===== src/rtl/gate_tt_scanner.sv =====
// gate_tt_scanner: clocked truth-table sweep of one small combinational gate, with self-check.
// Optional feature macro GATE_TT_SCANNER_ERRCNT_EN adds err_cnt, a saturating failed-scan counter.
//
// state  | meaning
// IDLE   | waiting for start; vec and results hold their last values
// SETTLE | vec = index driven, counting settle cycles
// SAMPLE | s captured into table[index]; advance index or finish
// DONE   | one-cycle done pulse; pass/mismatch already valid
module gate_tt_scanner #(
   parameter  int N_IN   = 2,
   parameter  int SETTLE = 1,
   localparam int TW     = 1 << N_IN
) (
   input  logic            clk,
   input  logic            rst_n,
   input  logic            start,
   input  logic [TW-1:0]   expected,
   input  logic            s,
   output logic [N_IN-1:0] vec,
   output logic            busy,
   output logic            done,
   // result table; "table" itself is a reserved word, hence tt_table
   output logic [TW-1:0]   tt_table,
   output logic            pass,
   output logic [TW-1:0]   mismatch
`ifdef GATE_TT_SCANNER_ERRCNT_EN
   ,
   output logic [7:0]      err_cnt
`endif
);

   typedef enum logic [1:0] {
      S_IDLE   = 2'd0,
      S_SETTLE = 2'd1,
      S_SAMPLE = 2'd2,
      S_DONE   = 2'd3
   } state_t;

   localparam logic [3:0]      SETTLE_TC = 4'(SETTLE - 1);
   localparam logic [N_IN-1:0] IDX_LAST  = {N_IN{1'b1}};

   state_t          state_q, state_d;
   logic [N_IN-1:0] idx_q, idx_d;
   logic [3:0]      cnt_q, cnt_d;
   logic [TW-1:0]   exp_q, exp_d;
   logic [TW-1:0]   table_q, table_d;
   logic            pass_q, pass_d;
   logic [TW-1:0]   mism_q, mism_d;
   logic [N_IN-1:0] vec_q, vec_d;
   logic [TW-1:0]   table_smp;

`ifdef GATE_TT_SCANNER_ERRCNT_EN
   logic [7:0]      err_q, err_d;
`endif

   always_ff @(posedge clk or negedge rst_n) begin
      if (!rst_n) begin
         state_q <= S_IDLE;
         idx_q   <= '0;
         cnt_q   <= '0;
         exp_q   <= '0;
         table_q <= '0;
         pass_q  <= 1'b0;
         mism_q  <= '0;
         vec_q   <= '0;
`ifdef GATE_TT_SCANNER_ERRCNT_EN
         err_q   <= '0;
`endif
      end else begin
         state_q <= state_d;
         idx_q   <= idx_d;
         cnt_q   <= cnt_d;
         exp_q   <= exp_d;
         table_q <= table_d;
         pass_q  <= pass_d;
         mism_q  <= mism_d;
         vec_q   <= vec_d;
`ifdef GATE_TT_SCANNER_ERRCNT_EN
         err_q   <= err_d;
`endif
      end
   end

   always_comb begin
      state_d   = state_q;
      idx_d     = idx_q;
      cnt_d     = cnt_q;
      exp_d     = exp_q;
      table_d   = table_q;
      pass_d    = pass_q;
      mism_d    = mism_q;
      vec_d     = vec_q;
      table_smp = table_q;
      table_smp[idx_q] = s;
      unique case (state_q)
         S_IDLE: begin
            if (start) begin
               state_d = S_SETTLE;
               idx_d   = '0;
               cnt_d   = '0;
               exp_d   = expected;
               table_d = '0;
               pass_d  = 1'b0;
               mism_d  = '0;
               vec_d   = '0;
            end
         end
         S_SETTLE: begin
            cnt_d = cnt_q + 4'd1;
            if (cnt_q == SETTLE_TC) state_d = S_SAMPLE;
         end
         S_SAMPLE: begin
            table_d = table_smp;
            // results are registered on the last sample edge so they are valid during DONE
            if (idx_q == IDX_LAST) begin
               state_d = S_DONE;
               pass_d  = (table_smp == exp_q);
               mism_d  = table_smp ^ exp_q;
            end else begin
               state_d = S_SETTLE;
               idx_d   = idx_q + 1'b1;
               vec_d   = idx_q + 1'b1;
               cnt_d   = '0;
            end
         end
         S_DONE: begin
            state_d = S_IDLE;
         end
         default: begin
            state_d = S_IDLE;
         end
      endcase
   end

`ifdef GATE_TT_SCANNER_ERRCNT_EN
   always_comb begin
      err_d = err_q;
      if ((state_q == S_DONE) && !pass_q && (err_q != 8'hFF)) err_d = err_q + 8'd1;
   end
   assign err_cnt = err_q;
`endif

   always_comb begin
      busy = (state_q != S_IDLE);
      done = (state_q == S_DONE);
   end

   assign vec      = vec_q;
   assign tt_table = table_q;
   assign pass     = pass_q;
   assign mismatch = mism_q;

endmodule


===== config.mk =====
export PLATFORM = sky130hd
export DESIGN_NAME = gate_tt_scanner
export DESIGN_NICKNAME = d
export VERILOG_FILES = /design/src/rtl/gate_tt_scanner.sv
export SDC_FILE = /design/constraint.sdc
export NUM_CORES = 1
export LEC_CHECK = 0
export CAP_MARGIN = 20
export CORE_ASPECT_RATIO = 0.6
export CORE_MARGIN = 5
export CORE_UTILIZATION = 40
export CTS_CLUSTER_SIZE = 24
export DETAILED_ROUTE_END_ITERATION = 7
export DONT_BUFFER_PORTS = 1
export PLACE_DENSITY_LB_ADDON = 0.25
export SLEW_MARGIN = 0
export SYNTH_ARGS = -nofsm -noshare
export SYNTH_HDL_FRONTEND = slang
export SYNTH_SLANG_ARGS = --single-unit
export TNS_END_PERCENT = 100

===== constraint.sdc =====
create_clock -name clk -period 2.2 [get_ports clk]
set_clock_uncertainty 0.15 [all_clocks]
set_input_delay 0.33 -clock clk [delete_from_list [all_inputs] [get_ports clk]]
set_output_delay 0.33 -clock clk [all_outputs]
set_load 0.005 [all_outputs]

==> metrics.md <==
| Metric | Value |
|---|---|
| Critical-path cell list | `inv_1 -> ha_1 -> mux2i_1 -> xor2_1 -> a41o_1` |
| Global-route wire length before repair | `3970 um` |
| Post-Place Cells | `about 140` |
| Final setup viols | `0` |
| Synth Net Count | `about 120` |
| Vias per cell | `approximately 5` |
| Final Non-Filler Cells | `~150` |
| Total GRT Usage | `13.0%` |
| Placer Congestion | `0.803` |
| Initial DRC Count | `58` |
| Adder-cell share of the synthesized area | `under 10%` |
| Post-synthesis cell count | `103` |
| Post-synthesis mux area share | `12.1%` |
| Slew HR | `46.0%` |
| Area growth from synthesis to layout | `9.97%` |
| Number of synthesized flops with an enable pin | `0` |
| Largest net degree at the start of global routing | `22` |
| Core Util, Final | `45.3%` |
| Most used DFF post-synth | `dfrtp_1` |
| Final hold vios | `0` |
| CTS resizes | `0` |
| Top cell type's share of synthesized area | `45.0%` |
| Core area | `2830 um2` |
| Worst Path Max Fanout | `5` |
| Width of the chip | `79.7 um` |
| Status | `finished, final reports clean` |
| WP data arrival | `1740 ps` |
| Count of input and output buffers | `0` |
| Clk slew on worst S/H paths | `70 ps` |
| CTS tree | `built` |
| DR pass1 iterations | `4` |
| Setup TNS | `0 ps` |
| Synth cell count leaders | `dfrtp_1, a22o_1, inv_1` |
| Compound-Gate Fraction of Synth Area | `between 10% and 20%` |
| CP bufs+invs | `1` |
| Yosys warns | `0` |
| Row cnt | `15` |
| Antenna violations before repair | `0` |
| Vias | `746` |
| Antenna-violating nets left | `0` |
| Startpoint Class | `register` |
| CP peak stage delay | `440 ps` |
| Post-route minimum period | `1740 ps` |
| Total power | `about 0.0015 W` |
| DRT Wirelength | `about 2400 um` |
| Delay-heaviest family, CP | `flip-flops` |
| Most frequent cell after synthesis | `dfrtp_1` |
| CTS buffer count | `3` |
| Detailed placer's ending HPWL | `1750 um` |
| CTS root buf | `clkbuf_8` |
| Fraction of layout cells with a size suffix above 1 | `between 10% and 20%` |
| Max-slew violations | `0` |
| Fmax achieved | `573 MHz` |
| Peak supply drop | `465 uV` |
| Final #Nets | `roughly 120` |
| Die area | `4130 um2` |
| FF-to-FF setup slack | `between 400 and 500 ps` |
| DIE HEIGHT | `51.8 um` |
| Io pins | `21` |
| Top cells by area, synth | `dfrtp_1, a22o_1, ha_1, mux2_2, mux2_1` |
| Syn Std Cell Area | `1170 um2` |
| Avg Synthesized Cell Area | `11.3 um2` |
| Worst min path class | `input pin to register` |
| Largest family of logic cells by synthesized area | `compound AO/OA/AOI/OAI gates` |
| Pwr per Cell Area | `between 1000 and 1500 nW/um2` |
| Asr flop ratio synth | `between 90% and 100%` |
| CP max stage cell | `dfrtp_1` |
| Inserted Diodes | `0` |
| Simple-gate share of the synthesized area | `9.43%` |
| DR DRC count | `0` |
| Number of global-route vias before repair | `~770` |
| Worst skew pair latency | `250 ps` |
| Post-synthesis sequential area ratio | `45.0%` |
| RSZ-0062 raised after global routing | `no` |
| Post-DR wirelength/cell | `15.9 um` |
| Max-cap violations | `0` |
| Req. time, crit path | `2190 ps` |
| Initial core utilization | `41.2%` |
| WS Path Type | `register to register` |
| Synthesis-stage register bit count | `21` |
| Max Root-Sink Buffers | `2` |
| Xor/xnor cell area share of the yosys netlist | `4.50%` |
| Slew @ Worst Pin | `between 800 and 900 ps` |
| H-Tree Depth | `1` |
| Crit. End Element | `register` |
| LEAKAGE | `0.593 nW` |
| Remaining Overflow, GRT | `0` |
| Tcrit/Tclk final | `a little under 80%` |
| Netlist cell types | `32` |
| Clock Sinks | `21` |
| Area leader, netlist | `dfrtp_1` |
| WHS | `~56 ps` |
power breakdown:
group | switching, W | total, W | internal, W
Combinational | 0.000309 | 0.000618 | 0.000309
Clock | 0.000119 | 0.000248 | 0.000129
Sequential | 0.000144 | 0.000648 | 0.000504
final timing paths:
path | start | to | depth (start not counted)
worst max-delay path | vec[0]$_DFFE_PN0P_ | pass$_DFFE_PN0P_ | 5
worst min-delay path | expected[0] | exp_q[0]$_DFFE_PN0P_ | 1
worst max register to register | vec[0]$_DFFE_PN0P_ | pass$_DFFE_PN0P_ | 5
worst min register to register | exp_q[0]$_DFFE_PN0P_ | exp_q[0]$_DFFE_PN0P_ | 1
max in group asynchronous | rst_n | state_q[1]$_DFFE_PN0P_ | 2
min in group asynchronous | rst_n | cnt_q[0]$_DFFE_PN0P_ | 1
final cells by class:
cell class | instances | area [um2]
fill | 268 | 1550
timing repair buffer | 4 | 52.6
tap | 42 | 52.6
multi-input combinational | 70 | 582
clock buffer | 4 | 45.0
sequential | 21 | 526
inverter | 7 | 26.3
per-layer routing:
metal  GRT usage, %  vias to the layer above  part of all wire [%]
met5              0                        -                     0
met2           17.5                       21                    38
met4           1.69                        0                  0.34
met1           18.1                      354                    52
met3           7.79                        2                   9.5
li1               -                      369                     -
cells in the final DEF (no fill, tap or decap), types with 2 or more instances in the layout:
cell type,instances
buf_4,2
o21ai_1,3
o21ai_0,4
inv_1,7
a22o_1,12
mux2_2,5
clkbuf_8,3
mux2i_1,4
nand2_1,4
ha_1,6
nor2b_1,2
nor2_1,2
xnor2_1,3
dfrtp_1,21
a21o_1,2
xor2_1,3
nand2b_1,3
mux2_1,4
timing repair:
action	4_1_cts	5_1_grt
hold buffers	1	0
buffers inserted	0	0
hold endpoints to repair	21	0
state kept, by name, summed over array words and instances, names as in the netlist:
signal and flops:
cnt_q 4, exp_q 4, mismatch 4, pass 1, state_q 2, tt_table 4
vec 2
logic make-up after synthesis:
family                   after synthesis
AO/OA/AOI/OAI                         27
XOR/XNOR                               6
adder cells (fa/ha/maj)                6
buffers and inverters                 12
flip-flops                            21
multiplexers                          13
AND/OR/NAND/NOR                       18
metrics by stage:
step                      setup slack [ps]  area, um2
final                                  456       1280
after detailed placement               495       1200
after floorplan                        641       1170
after global routing                   392       1280
after CTS                              469       1260
after global placement                 510       1200
(Power assumes the default switching activity.)
